File: src/rtl/vscale_mem_arbiter_pkg.sv
// Shared constants and state encoding for the vscale memory arbiter.
package vscale_mem_arbiter_pkg;

  localparam int ARB_STATE_WIDTH = 2;

  typedef enum logic [ARB_STATE_WIDTH-1:0] {
    ARB_IDLE   = 2'd0,
    ARB_BUSY_I = 2'd1,
    ARB_BUSY_D = 2'd2
  } arb_state_e;

  // Instruction fetches are always full-word reads.
  localparam logic [2:0] MEM_SIZE_WORD = 3'b010;

endpackage

File: src/rtl/vscale_mem_arbiter_if.sv
// Downstream memory port shared by fetch and data traffic.
// Handshake: a request transfers in any cycle where mem_req_valid && mem_req_ready;
// while valid is high and ready is low, addr/wen/size are held stable. One request
// is outstanding at a time and its response is the cycle with mem_resp_valid=1.
interface vscale_mem_arbiter_if #(
  parameter int ADDR_WIDTH = 32,
  parameter int XLEN       = 32
) ();
  logic                  mem_req_valid;
  logic                  mem_req_ready;
  logic [ADDR_WIDTH-1:0] mem_req_addr;
  logic                  mem_req_wen;
  logic [2:0]            mem_req_size;
  logic [XLEN-1:0]       mem_wdata;
  logic                  mem_resp_valid;
  logic [XLEN-1:0]       mem_resp_rdata;
  logic                  mem_resp_badmem_e;

  modport master (
    output mem_req_valid, mem_req_addr, mem_req_wen, mem_req_size, mem_wdata,
    input  mem_req_ready, mem_resp_valid, mem_resp_rdata, mem_resp_badmem_e
  );

  modport slave (
    input  mem_req_valid, mem_req_addr, mem_req_wen, mem_req_size, mem_wdata,
    output mem_req_ready, mem_resp_valid, mem_resp_rdata, mem_resp_badmem_e
  );
endinterface

File: src/rtl/vscale_arb_streak_ctr.sv
// Saturating count of back-to-back data grants taken while a fetch waits.
module vscale_arb_streak_ctr #(
  parameter int MAX = 4
) (
  input  logic       clk,
  input  logic       reset,
  input  logic       inc,
  input  logic       clr,
  output logic       at_max,
  output logic [3:0] count
);
  localparam logic [3:0] MAX_C = 4'(MAX);

  // Clear wins over increment; the count sticks at MAX.
  always_ff @(posedge clk) begin
    if (reset || clr) begin
      count <= 4'd0;
    end else if (inc && (count < MAX_C)) begin
      count <= count + 4'd1;
    end
  end

  assign at_max = (count == MAX_C);
endmodule

File: src/rtl/vscale_mem_arbiter.sv
// vscale_mem_arbiter: one memory port shared by fetch (imem) and data (dmem).
// Data has priority, but after MAX_D_STREAK consecutive data grants with a fetch
// pending, the fetch is granted. Define VSCALE_MEM_ARB_PERF_EN to add the
// perf_conflict_cycles / perf_imem_stall_cycles counters.
module vscale_mem_arbiter
  import vscale_mem_arbiter_pkg::*;
#(
  parameter int ADDR_WIDTH   = 32,
  parameter int XLEN         = 32,
  parameter int MAX_D_STREAK = 4
) (
  input  logic                  clk,
  input  logic                  reset,
  input  logic                  imem_req,
  input  logic [ADDR_WIDTH-1:0] imem_addr,
  output logic                  imem_wait,
  output logic [XLEN-1:0]       imem_rdata,
  output logic                  imem_badmem_e,
  input  logic                  dmem_en,
  input  logic                  dmem_wen,
  input  logic [2:0]            dmem_size,
  input  logic [ADDR_WIDTH-1:0] dmem_addr,
  input  logic [XLEN-1:0]       dmem_wdata_delayed,
  output logic                  dmem_wait,
  output logic [XLEN-1:0]       dmem_rdata,
  output logic                  dmem_badmem_e,
  vscale_mem_arbiter_if.master  mem,
  output arb_state_e            arb_state,
  output logic [3:0]            d_streak
`ifdef VSCALE_MEM_ARB_PERF_EN
  ,
  output logic [31:0]           perf_conflict_cycles,
  output logic [31:0]           perf_imem_stall_cycles
`endif
);

  arb_state_e state_q, state_d;
  logic hold_valid_q, hold_d_q, d_wen_q;
  logic resp, resp_i, resp_d, grant_eval, d_pref, grant_d, grant_i, accept;
  logic at_max;

  // A response only counts while a transaction is outstanding and not in reset.
  assign resp   = !reset && (state_q != ARB_IDLE) && mem.mem_resp_valid;
  assign resp_i = resp && (state_q == ARB_BUSY_I);
  assign resp_d = resp && (state_q == ARB_BUSY_D);

  // Grants are decided when idle or in the response cycle; a stalled grant is
  // replayed from hold_* so the request stays stable until accepted.
  assign grant_eval = !reset && ((state_q == ARB_IDLE) || resp);
  assign d_pref     = dmem_en && (!imem_req || !at_max);
  assign grant_d    = grant_eval && (hold_valid_q ? hold_d_q : d_pref);
  assign grant_i    = grant_eval && (hold_valid_q ? !hold_d_q : (!d_pref && imem_req));
  assign accept     = (grant_d || grant_i) && mem.mem_req_ready;

  // State register.
  always_ff @(posedge clk) begin
    if (reset) state_q <= ARB_IDLE;
    else       state_q <= state_d;
  end

  // Next state: at a grant point go busy on accept, otherwise fall back to idle.
  always_comb begin
    state_d = state_q;
    if (grant_eval) begin
      if (accept) state_d = grant_d ? ARB_BUSY_D : ARB_BUSY_I;
      else        state_d = ARB_IDLE;
    end
  end

  // Remember a grant that was offered but not yet accepted, and the store flag.
  always_ff @(posedge clk) begin
    if (reset) begin
      hold_valid_q <= 1'b0;
      hold_d_q     <= 1'b0;
      d_wen_q      <= 1'b0;
    end else begin
      if (accept) begin
        hold_valid_q <= 1'b0;
        d_wen_q      <= grant_d && dmem_wen;
      end else if (grant_d || grant_i) begin
        hold_valid_q <= 1'b1;
        hold_d_q     <= grant_d;
      end
    end
  end

  vscale_arb_streak_ctr #(.MAX(MAX_D_STREAK)) u_streak (
    .clk    (clk),
    .reset  (reset),
    .inc    (accept && grant_d && imem_req),
    .clr    (!imem_req || (accept && grant_i)),
    .at_max (at_max),
    .count  (d_streak)
  );

  // Request mux and response routing.
  always_comb begin
    mem.mem_req_valid = grant_d || grant_i;
    mem.mem_req_addr  = grant_d ? dmem_addr : (grant_i ? imem_addr : '0);
    mem.mem_req_wen   = grant_d && dmem_wen;
    mem.mem_req_size  = grant_d ? dmem_size : (grant_i ? MEM_SIZE_WORD : 3'b000);
    mem.mem_wdata     = (!reset && (state_q == ARB_BUSY_D) && d_wen_q) ? dmem_wdata_delayed : '0;
    imem_wait         = imem_req && !resp_i;
    imem_rdata        = resp_i ? mem.mem_resp_rdata : '0;
    imem_badmem_e     = resp_i && mem.mem_resp_badmem_e;
    dmem_wait         = (dmem_en || (!reset && (state_q == ARB_BUSY_D))) && !resp_d;
    dmem_rdata        = resp_d ? mem.mem_resp_rdata : '0;
    dmem_badmem_e     = resp_d && mem.mem_resp_badmem_e;
  end

  assign arb_state = state_q;

`ifdef VSCALE_MEM_ARB_PERF_EN
  // Contention and fetch-stall counters, free-running and wrapping.
  always_ff @(posedge clk) begin
    if (reset) begin
      perf_conflict_cycles   <= 32'd0;
      perf_imem_stall_cycles <= 32'd0;
    end else begin
      if (grant_eval && imem_req && dmem_en) perf_conflict_cycles <= perf_conflict_cycles + 32'd1;
      if (imem_wait) perf_imem_stall_cycles <= perf_imem_stall_cycles + 32'd1;
    end
  end
`endif

endmodule

File: src/flat_wrapper.sv
// flat-port wrapper written by rule: the top's interface ports become plain ports
module vscale_mem_arbiter_flat import vscale_mem_arbiter_pkg::*;
#(
  parameter int ADDR_WIDTH   = 32,
  parameter int XLEN         = 32,
  parameter int MAX_D_STREAK = 4
)
  (clk, reset, imem_req, imem_addr, imem_wait, imem_rdata, imem_badmem_e, dmem_en, dmem_wen, dmem_size, dmem_addr, dmem_wdata_delayed, dmem_wait, dmem_rdata, dmem_badmem_e, arb_state, d_streak, mem_mem_req_valid, mem_mem_req_addr, mem_mem_req_wen, mem_mem_req_size, mem_mem_wdata, mem_mem_req_ready, mem_mem_resp_valid, mem_mem_resp_rdata, mem_mem_resp_badmem_e);
  vscale_mem_arbiter_if #(.ADDR_WIDTH(ADDR_WIDTH), .XLEN(XLEN)) mem_i ();
  input  logic clk;
  input  logic reset;
  input  logic imem_req;
  input  logic [ADDR_WIDTH-1:0] imem_addr;
  output logic imem_wait;
  output logic [XLEN-1:0] imem_rdata;
  output logic imem_badmem_e;
  input  logic dmem_en;
  input  logic dmem_wen;
  input  logic [2:0] dmem_size;
  input  logic [ADDR_WIDTH-1:0] dmem_addr;
  input  logic [XLEN-1:0] dmem_wdata_delayed;
  output logic dmem_wait;
  output logic [XLEN-1:0] dmem_rdata;
  output logic dmem_badmem_e;
  output arb_state_e arb_state;
  output logic [3:0] d_streak;
  output wire logic [$bits(mem_i.mem_req_valid)-1:0] mem_mem_req_valid;
  output wire logic [$bits(mem_i.mem_req_addr)-1:0] mem_mem_req_addr;
  output wire logic [$bits(mem_i.mem_req_wen)-1:0] mem_mem_req_wen;
  output wire logic [$bits(mem_i.mem_req_size)-1:0] mem_mem_req_size;
  output wire logic [$bits(mem_i.mem_wdata)-1:0] mem_mem_wdata;
  input wire logic [$bits(mem_i.mem_req_ready)-1:0] mem_mem_req_ready;
  input wire logic [$bits(mem_i.mem_resp_valid)-1:0] mem_mem_resp_valid;
  input wire logic [$bits(mem_i.mem_resp_rdata)-1:0] mem_mem_resp_rdata;
  input wire logic [$bits(mem_i.mem_resp_badmem_e)-1:0] mem_mem_resp_badmem_e;
  assign mem_mem_req_valid = mem_i.mem_req_valid;
  assign mem_mem_req_addr = mem_i.mem_req_addr;
  assign mem_mem_req_wen = mem_i.mem_req_wen;
  assign mem_mem_req_size = mem_i.mem_req_size;
  assign mem_mem_wdata = mem_i.mem_wdata;
  assign mem_i.mem_req_ready = mem_mem_req_ready;
  assign mem_i.mem_resp_valid = mem_mem_resp_valid;
  assign mem_i.mem_resp_rdata = mem_mem_resp_rdata;
  assign mem_i.mem_resp_badmem_e = mem_mem_resp_badmem_e;
  vscale_mem_arbiter #(.ADDR_WIDTH(ADDR_WIDTH), .XLEN(XLEN), .MAX_D_STREAK(MAX_D_STREAK)) u_core (.clk(clk), .reset(reset), .imem_req(imem_req), .imem_addr(imem_addr), .imem_wait(imem_wait), .imem_rdata(imem_rdata), .imem_badmem_e(imem_badmem_e), .dmem_en(dmem_en), .dmem_wen(dmem_wen), .dmem_size(dmem_size), .dmem_addr(dmem_addr), .dmem_wdata_delayed(dmem_wdata_delayed), .dmem_wait(dmem_wait), .dmem_rdata(dmem_rdata), .dmem_badmem_e(dmem_badmem_e), .mem(mem_i), .arb_state(arb_state), .d_streak(d_streak));
endmodule
File: config.mk
export PLATFORM = sky130hd
export DESIGN_NAME = vscale_mem_arbiter_flat
export DESIGN_NICKNAME = d
export VERILOG_FILES = /design/src/rtl/vscale_mem_arbiter_pkg.sv /design/src/rtl/vscale_mem_arbiter_if.sv /design/src/rtl/vscale_arb_streak_ctr.sv /design/src/rtl/vscale_mem_arbiter.sv /design/src/flat_wrapper.sv
export SDC_FILE = /design/constraint.sdc
export NUM_CORES = 1
export LEC_CHECK = 0
export BUFFER_PORTS_ARGS = -buffer_cell sky130_fd_sc_hd__buf_2
export CORE_AREA = 5 5 105 107
export CTS_BUF_LIST = sky130_fd_sc_hd__clkbuf_16
export DETAILED_ROUTE_END_ITERATION = 6
export DIE_AREA = 0 0 110 112
export GPL_ROUTABILITY_DRIVEN = 0
export PLACE_DENSITY_LB_ADDON = 0.25
export SLEW_MARGIN = 20
export SYNTH_ARGS = -nofsm -noshare
export SYNTH_HDL_FRONTEND = slang
export SYNTH_SLANG_ARGS = --single-unit
File: constraint.sdc
create_clock -name clk -period 2.12 [get_ports clk]
set_clock_uncertainty 0.05 [all_clocks]
set_input_delay 0.424 -clock clk [delete_from_list [all_inputs] [get_ports clk]]
set_output_delay 0.424 -clock clk [all_outputs]
set_load 0.02 [all_outputs]
=== Word-level counts from Yosys, hierarchy flattened ===
Cells that the tools add are included.
Widths: inputs -> output; s select.

* Flip-flop bits (word level): 9
* Latch bits: 0
* Memory bits (writable): 0
* Memory bits (read-only): 0
* Output and inout bits: 143
* Logic and storage cells: 60
* Memories kept: 0

* Add/sub/neg operators: 1
* Multiply operators: 0
* Div/mod/pow operators: 0
* Magnitude comparators: 1
* Eq/ne operators: 3
* Shift-type cells: 0
* Mux-type cells: 11
* Bitwise logic cells: 1
* Reductions and logical operators: 38

{| class="wikitable"
|+ Operators by type and width
! cell !! count
|-
| $mux 32 || 5
|-
| $logic_and 1x1->1 || 21
|-
| $logic_not 1->1 || 7
|-
| $logic_or 1x1->1 || 6
|-
| $mux 2 || 3
|-
| $add 4x1->4 const B || 1
|-
| $eq 4x3->1 const B || 1
|-
| $lt 4x3->1 const B || 1
|-
| $mux 3 || 1
|-
| $eq 2x1->1 const B || 1
|-
| $eq 2x2->1 const B || 1
|-
| $logic_not 2->1 || 1
|-
| $mux 1 || 2
|-
| $reduce_and 2->1 || 1
|-
| $reduce_bool 2->1 || 1
|-
| $reduce_or 2->1 || 1
|-
| $not 1->1 || 1
|}

=== Longest topological paths before layout ===
Gate-level depths: netlist of run 1.

* Word-level depth: 13
* Gate-level depth with buffers: 8

=== Cells and area by module ===
A second synthesis of run 1 with hierarchy kept.

* Cell total of the unflattened synthesis: 217
* Area total of the unflattened synthesis: 1640.3 um^2

{| class="wikitable"
|+ Modules (own cells, without submodules)
! module !! instances !! cells each !! area an instance (um^2) !! sequential area each (um^2)
|-
| vscale_mem_arbiter || 1 || 196 || 1431.4 || 100.1
|-
| vscale_arb_streak_ctr || 1 || 21 || 209.0 || 80.1
|}

=== Worst setup path before layout of run 1 ===
Ideal clock, no wire load.

* Kind: register -> output
* Start point: register u_core.u_streak.count[0]
* End point: output mem_mem_req_addr[10]
* Arrival time: 1.754 ns
* Required time: 1.646 ns
* Path slack: -0.108 ns
* Stages on the path, launching flop included: 9
* Path buffers: 2
* Cell sequence: dfxtp_1 > inv_1 > ha_1 > nand4b_1 > a22o_1 > nor2b_1 > buf_2 > buf_4 > a22o_1

* Cells in the longest elaborated chain, start to end: 10
* Elaborated cells on any way between the ends: 12
* Those cells by class: eq/ne: 1; mux: 4; reduce/logical: 7

{| class="wikitable"
|+ Ends and longest elaborated chain
! element !! RTL line !! RTL
|-
| start: declaration || vscale_arb_streak_ctr.sv:10 || <nowiki>output logic [3:0] count</nowiki>
|-
| start signal: assignment || vscale_arb_streak_ctr.sv:19 || <nowiki>count <= count + 4'd1;</nowiki>
|-
| $eq 4x3->1 * || vscale_arb_streak_ctr.sv:23 || <nowiki>assign at_max = (count == MAX_C);</nowiki>
|-
| $logic_not 1->1 * || vscale_mem_arbiter.sv:50 || <nowiki>assign d_pref = dmem_en && (!imem_req || !at_max);</nowiki>
|-
| $logic_or 1x1->1 * || vscale_mem_arbiter.sv:50 ||
|-
| $logic_and 1x1->1 * || vscale_mem_arbiter.sv:50 ||
|-
| $logic_not 1->1 || vscale_mem_arbiter.sv:52 || <nowiki>assign grant_i = grant_eval && (hold_valid_q ? !hold_d_q : (!d_pref && imem_req));</nowiki>
|-
| $logic_and 1x1->1 || vscale_mem_arbiter.sv:52 ||
|-
| $mux 1 || vscale_mem_arbiter.sv:52 ||
|-
| $logic_and 1x1->1 || vscale_mem_arbiter.sv:52 ||
|-
| $mux 32 || vscale_mem_arbiter.sv:99 || <nowiki>mem.mem_req_addr = grant_d ? dmem_addr : (grant_i ? imem_addr : '0);</nowiki>
|-
| $mux 32 * || vscale_mem_arbiter.sv:99 ||
|-
| end: declaration || flat_wrapper.sv:28 || <nowiki>output wire logic [$bits(mem_i.mem_req_addr)-1:0] mem_mem_req_addr;</nowiki>
|}

Every way passes the cells marked *; elsewhere a longest branch is shown, timed or not.

=== Worst setup path after layout of run 1 ===
* Start point: register u_core.u_streak.count[0]
* End point: output mem_mem_req_addr[7]

The elaborated chain is that of the path after synthesis.

==> results of run 1 <==
==> final cells by class <==
cell class              count  area, µm²
flip-flops and latches      9        184
inverters                   6       22.5
multi-input cells         172       1290
clock buffers               3       75.1
repair buffers            319       2080
well taps                 136        170
clock inverters             1       3.75
fillers                  1040       6220
==> layer usage <==
metal / vias up / track usage, % / part of all wire (%)
met3: 5 / 1.68 / 8.1
met4: 0 / 2.08 / 0.45
li1: 1373 / - / -
met2: 136 / 24.6 / 52
met5: - / 0 / 0
met1: 1325 / 15.4 / 39
==> per-stage QoR <==
| step | worst slack [ns] | power [W] | instance area (µm²) |
|---|---|---|---|
| floorplan | -0.0102 | 0.000471 | 1560 |
| global placement | -0.0778 | 0.000744 | 3250 |
| detailed placement | -0.101 | 0.000748 | 3250 |
| CTS | -0.265 | 0.00114 | 3460 |
| global route | -0.354 | 0.00126 | 3820 |
| finish | -0.262 | 0.00120 | 3820 |
==> path summary, 6_finish.rpt <==
| path | from | to | slack, ns | cells past startpoint |
|---|---|---|---|---|
| max | u_core.u_streak.count[0]$_SDFFE_PP0P_ | mem_mem_req_addr[7] | -0.26 | 9 |
| min | u_core.u_streak.count[3]$_SDFFE_PP0P_ | u_core.u_streak.count[3]$_SDFFE_PP0P_ | 0.41 | 2 |
| max reg2reg | u_core.u_streak.count[0]$_SDFFE_PP0P_ | u_core.d_wen_q$_SDFFE_PP0P_ | 0.14 | 10 |
| min reg2reg | u_core.u_streak.count[3]$_SDFFE_PP0P_ | u_core.u_streak.count[3]$_SDFFE_PP0P_ | 0.41 | 2 |
==> cell families (layout without fill, tap and decap cells) <==
kind of cell | Yosys count | in the layout | synth area share [%]
fa+ha+maj | 2 | 2 | 1.62
flops | 9 | 9 | 11.7
buf+inv | 30 | 329 | 9.63
simple gates | 124 | 124 | 50.8
xor+xnor | 1 | 1 | 0.566
mux | 3 | 3 | 2.02
compound gates | 42 | 42 | 23.7
==> synth_stat cells, types with 3 or more instances <==
cell type  instances  share of area [%]
and2_1            36                 15
buf_4              3                1.5
inv_1              6                1.5
nor2_1             6                1.5
and3_1            65                 26
clkbuf_1          16                3.9
nand2_1            3               0.73
dfxtp_1            9                 12
buf_6              3                2.2
nor2b_1            4                1.6
a22o_1            33                 19
nor3_1             3               0.97
==> cell usage in the layout (no fill, tap or decap), types with 6 or more instances in the layout <==
cell type and instances:
buf_2 218, buf_4 75, and3_1 64, a22o_1 30
and2_1 30, buf_6 15, clkbuf_16 8, and2_4 6
inv_1 6, nor2_1 6, dfxtp_1 6
==> power by group <==
group | switching [W] | internal, W
sequential | 0.00000541 | 0.000178
clock | 0.0000875 | 0.000247
combinational | 0.000335 | 0.000350
total | 0.000428 | 0.000775
==> critical path: stages, from the launching register on <==
cell      delay [ns]
dfxtp_2         0.31
inv_1           0.05
ha_1            0.14
nand4b_1        0.13
a22o_4          0.26
nor3_4          0.17
buf_4           0.14
buf_12          0.14
a22o_1          0.18
buf_6           0.13
==> state kept, by name (all words and copies together) (netlist names) <==
name / count
u_core.arb_state: 2
u_core.d_wen_q: 1
u_core.hold_d_q: 1
u_core.hold_valid_q: 1
u_core.u_streak.count: 4
==> what timing repair did <==
action                                 in CTS  in global routing
setup buffers                               2                  4
resized for setup                          35                 62
endpoints found under the hold margin       0                  0
setup endpoints to repair                  36                103
gates cloned                                1                  8
pin swaps                                   2                  2
==> results.md, run 1 <==
* Failing checks: setup timing
* Die X at around 110 µm
* Syn avg cell area at approximately 7.3 µm²
* Layout cells sized above 1 at around two thirds
* CTS tree: done
* Worst Tran Pin Value at between 0.4 and 0.5 ns
* Initial antenna violation count at 0
* Total track usage at 13.0%
* Largest net degree at the start of global routing at 66
* TritonCTS Sinks at 9
* Hold WC Path Type: flop to flop
* Vias per cell at between 4 and 5
* Yosys warnings at 0
* Antenna viol nets, final at 0
* Mapped Area at 1550 µm²
* RSZ-0062 raised after global routing: yes
* ANT cells at 0
* Number of global-route vias before repair at between 2000 and 3000
* DRT iter0 DRCs at between 100 and 150
* Core area at ~10000 µm²
* Gr ovfl total at 0
* Die Y at 112 µm
* Skew-Pair Late Insertion Delay at around 0.24 ns
* WL/cell at between 15 and 20 µm
* Max Clk Rate at 420 MHz
* Fin util at between 30% and 40%
* Number of synthesized flops with an enable pin at 0
* Non-Filler Instances at between 600 and 700
* Number of I/O pins at ~280
* Die ar. at ~12000 µm²
* CTS buffer count at 3
* Drt total wl at 10.5 mm
* Post-route setup slack at -0.262 ns
* Post-CTS Hold Buffers at 0
* Clock-pin slew on the worst setup and hold paths at roughly 0.040 ns
* WP data arrival at 1.91 ns
* Wire length of the first global-routing pass at 13.1 mm
* Final hold viol count at 0
* Setup_tns at -7.83 ns
* Slew margin rel. at around 70%
* # setup viols final at 36
* Initial Util at between 10% and 20%
* HPWL after DPL at between 7 and 8 mm
* Most used flip-flop cell after synthesis: dfxtp_1
* VDD IR max at between 0.0003 and 0.0004 V
* CTS root buffer: clkbuf_16
* Critical Path Fanout Max at 17
* P per Cell Area at around 310 nW/µm²
* Fin. max-slew vios at 0
* Tcrit/Tclk final at 112%
* H-tree depth at 1
* Vias after detailed routing at approximately 2800
* Placed insts at around 630
* I/O Buffers at 281
* #FFs+latches synth at 9
* Critical path class: flop to output pin
* Sequential fraction of the synthesis area at a little under an eighth
* Async set-reset flop share out of synthesis at 0%
* Run status: finished, violations left
* Maxcap violations at 0
* Synth cell types at 32
* Syn Nets at 352
* Drt first pass iters at 4
* Post-Synthesis Cells at approximately 210
* CTS Buffer Depth at 2
* Worst setup EP type: output pin
* Worst EP required at 1.65 ns
* CP startpoint kind: flop
* Residual DRC at 0
* Leakage at around 2.4 nW
* Row count at 37
* P&R area growth vs syn at 147%
* Fin nets at ~650
* Tmin final at ~2.4 ns
* WHS at approximately 0.41 ns
Note: power is estimated with default switching activity, not from simulation.
==> run 2, diff against run 1 <==
--- a/config.mk
+++ b/config.mk
@@ -12,6 +12,7 @@
 export DIE_AREA = 0 0 110 112
 export GPL_ROUTABILITY_DRIVEN = 0
 export PLACE_DENSITY_LB_ADDON = 0.25
+export RECOVER_POWER = 50
 export SLEW_MARGIN = 20
 export SYNTH_ARGS = -nofsm -noshare
 export SYNTH_HDL_FRONTEND = slang
==> results.md, run 2 (same netlist as run 1, synthesis figures left out) <==
* Run status: finished, violations left
* DP Area at approximately 3200 µm²
* Maxcap violations at 0
* Fill cell count at 1043
* Core area at around 10000 µm²
* Total track usage at between 10% and 20%
* P&R area growth vs syn at 146%
* I/O Buffers at roughly 280
* Psw at around 0.00043 W
* Design Area, Final at roughly 3800 µm²
* Vias after detailed routing at between 2000 and 3000
* Final hold viol count at 0
* Die ar. at approximately 12000 µm²
* DRT iter0 DRCs at 122
* Critical path's slowest cell: dfxtp_2
* Gr ovfl total at 0
* Clock-pin slew on the worst setup and hold paths at around 0.04 ns
* Most frequent cells in the layout: buf_2 (213), buf_4 (73), and3_1 (64), a22o_1 (30), and2_1 (30)
* Non-Filler Instances at 646
* CTS root buffer: clkbuf_16
* Drt total wl at 10.5 mm
* WHS at ~0.4 ns
* Fin nets at roughly 650
* Worst Tran Pin Value at ~0.45 ns
* Seq pwr share at approximately 15%
* Hold WC Path Type: flop to flop
* Layout cells sized above 1 at 66.1%
* R2R cell count at 10
* Die Y at between 100 and 150 µm
* ANT cells at 0
* Failing checks: setup timing
* Critical Path Fanout Max at 17
* Vias per cell at 4.40
* Post-route setup slack at -0.259 ns
* RSZ-0062 raised after global routing: yes
* Worst EP required at between 1.5 and 2 ns
* Skew-Pair Late Insertion Delay at roughly 0.24 ns
* Tcrit/Tclk final at 112%
* Leakage at ~2.4 nW
* Internal power at ~0.00077 W
* Fin. max-slew vios at 0
* Buf+Inv Stages, Crit Path at 4
* Row count at 37
* # setup viols final at 36
* Residual DRC at 0
* Max reg flops at 4
* TritonCTS Sinks at 9
* Power consumption at around 0.0012 W
* Largest Register: u_core.u_streak.count
* WP data arrival at about 1.9 ns
* Stages on the worst setup path at 9
* Wire length of the first global-routing pass at approximately 13 mm
* Drt first pass iters at 5
* H-tree depth at 1
* Worst setup EP type: output pin
* WL/cell at 16.2 µm
* Largest net degree at the start of global routing at 66
* Worst hold stages at 2
* Antenna viol nets, final at 0
* Power share of the combinational group at a little under three fifths
* Commonest non-fill, non-tap cell in the layout: buf_2
* Initial Util at roughly 15%
* CP startpoint kind: flop
* Initial antenna violation count at 0
* Number of I/O pins at 282
* Delay-heaviest family, CP: buffers and inverters
* Die X at about 110 µm
* Critical path class: flop to output pin
* Clock power frac at between 20% and 30%
* Tmin final at ~2.4 ns
* Placed insts at approximately 630
* HPWL after DPL at ~7.6 mm
* Number of global-route vias before repair at ~2600
* Switch share at 35.6%
* VDD IR max at 0.000320 V
* Slowest Stage Delay on Critical Path at about 0.31 ns
* P per Cell Area at 315 nW/µm²
* Slew margin rel. at a little over two thirds
* CTS buffer count at 3
* Crit path cell chain: inv_1 -> ha_1 -> nand4b_1 -> a22o_4 -> nor3_4 -> buf_4 -> buf_12 -> a22o_1 -> buf_6
* CTS Buffer Depth at 2
* CTS tree: done
* Max Clk Rate at 420 MHz
[run 2: final timing paths]
| path | start | endpoint | slack [ns] |
|---|---|---|---|
| worst max-delay path | u_core.u_streak.count[0]$_SDFFE_PP0P_ | mem_mem_req_addr[7] | -0.26 |
| worst min-delay path | u_core.u_streak.count[3]$_SDFFE_PP0P_ | u_core.u_streak.count[3]$_SDFFE_PP0P_ | 0.41 |
| worst max register to register | u_core.u_streak.count[0]$_SDFFE_PP0P_ | u_core.d_wen_q$_SDFFE_PP0P_ | 0.15 |
| worst min register to register | u_core.u_streak.count[3]$_SDFFE_PP0P_ | u_core.u_streak.count[3]$_SDFFE_PP0P_ | 0.41 |
[run 2: final cells by class]
class | count | area, µm² | share of cell area (%)
repair buffers | 319 | 2060 | 54.1
multi-input cells | 172 | 1290 | 33.9
flip-flops and latches | 9 | 184 | 4.83
well taps | 136 | 170 | 4.47
clock buffers | 3 | 75.1 | 1.97
inverters | 6 | 22.5 | 0.591
clock inverters | 1 | 3.75 | 0.0986
[run 2: tightest hold or removal path: stages (launching register included)]
cell and delay [ns]:
dfxtp_1 0.32, inv_1 0.05, nor2_1 0.03
[run 2: routing by layer]
layer / GRT usage, % / part of all wire (%)
met1: 15.4 / 39
met4: 2.08 / 0.45
met3: 1.68 / 8.2
met5: 0 / 0
met2: 24.6 / 52
[run 2: power by group through the flow]
stage	sequential, W	clock [W]	combinational, W
floorplan	0.000191	0	0.000280
global placement	0.000185	0	0.000559
detailed placement	0.000185	0	0.000563
CTS	0.000182	0.000345	0.000616
global route	0.000184	0.000351	0.000726
finish	0.000183	0.000334	0.000681
[run 2: through the flow]
stage	TNS, ns	worst slack [ns]	util [%]
global placement	-0.827	-0.0778	32.3
global route	-10.25	-0.354	37.9
CTS	-8.34	-0.265	34.5
floorplan	-0.250	-0.0102	-
detailed placement	-1.65	-0.101	32.3
finish	-7.73	-0.259	37.9
[run 2: timing repair]
action	CTS	global route
gates cloned	1	8
buffers inserted	2	4
pin swaps	2	2
setup endpoints to repair	36	103
hold buffers	0	0
gates resized for setup	35	62
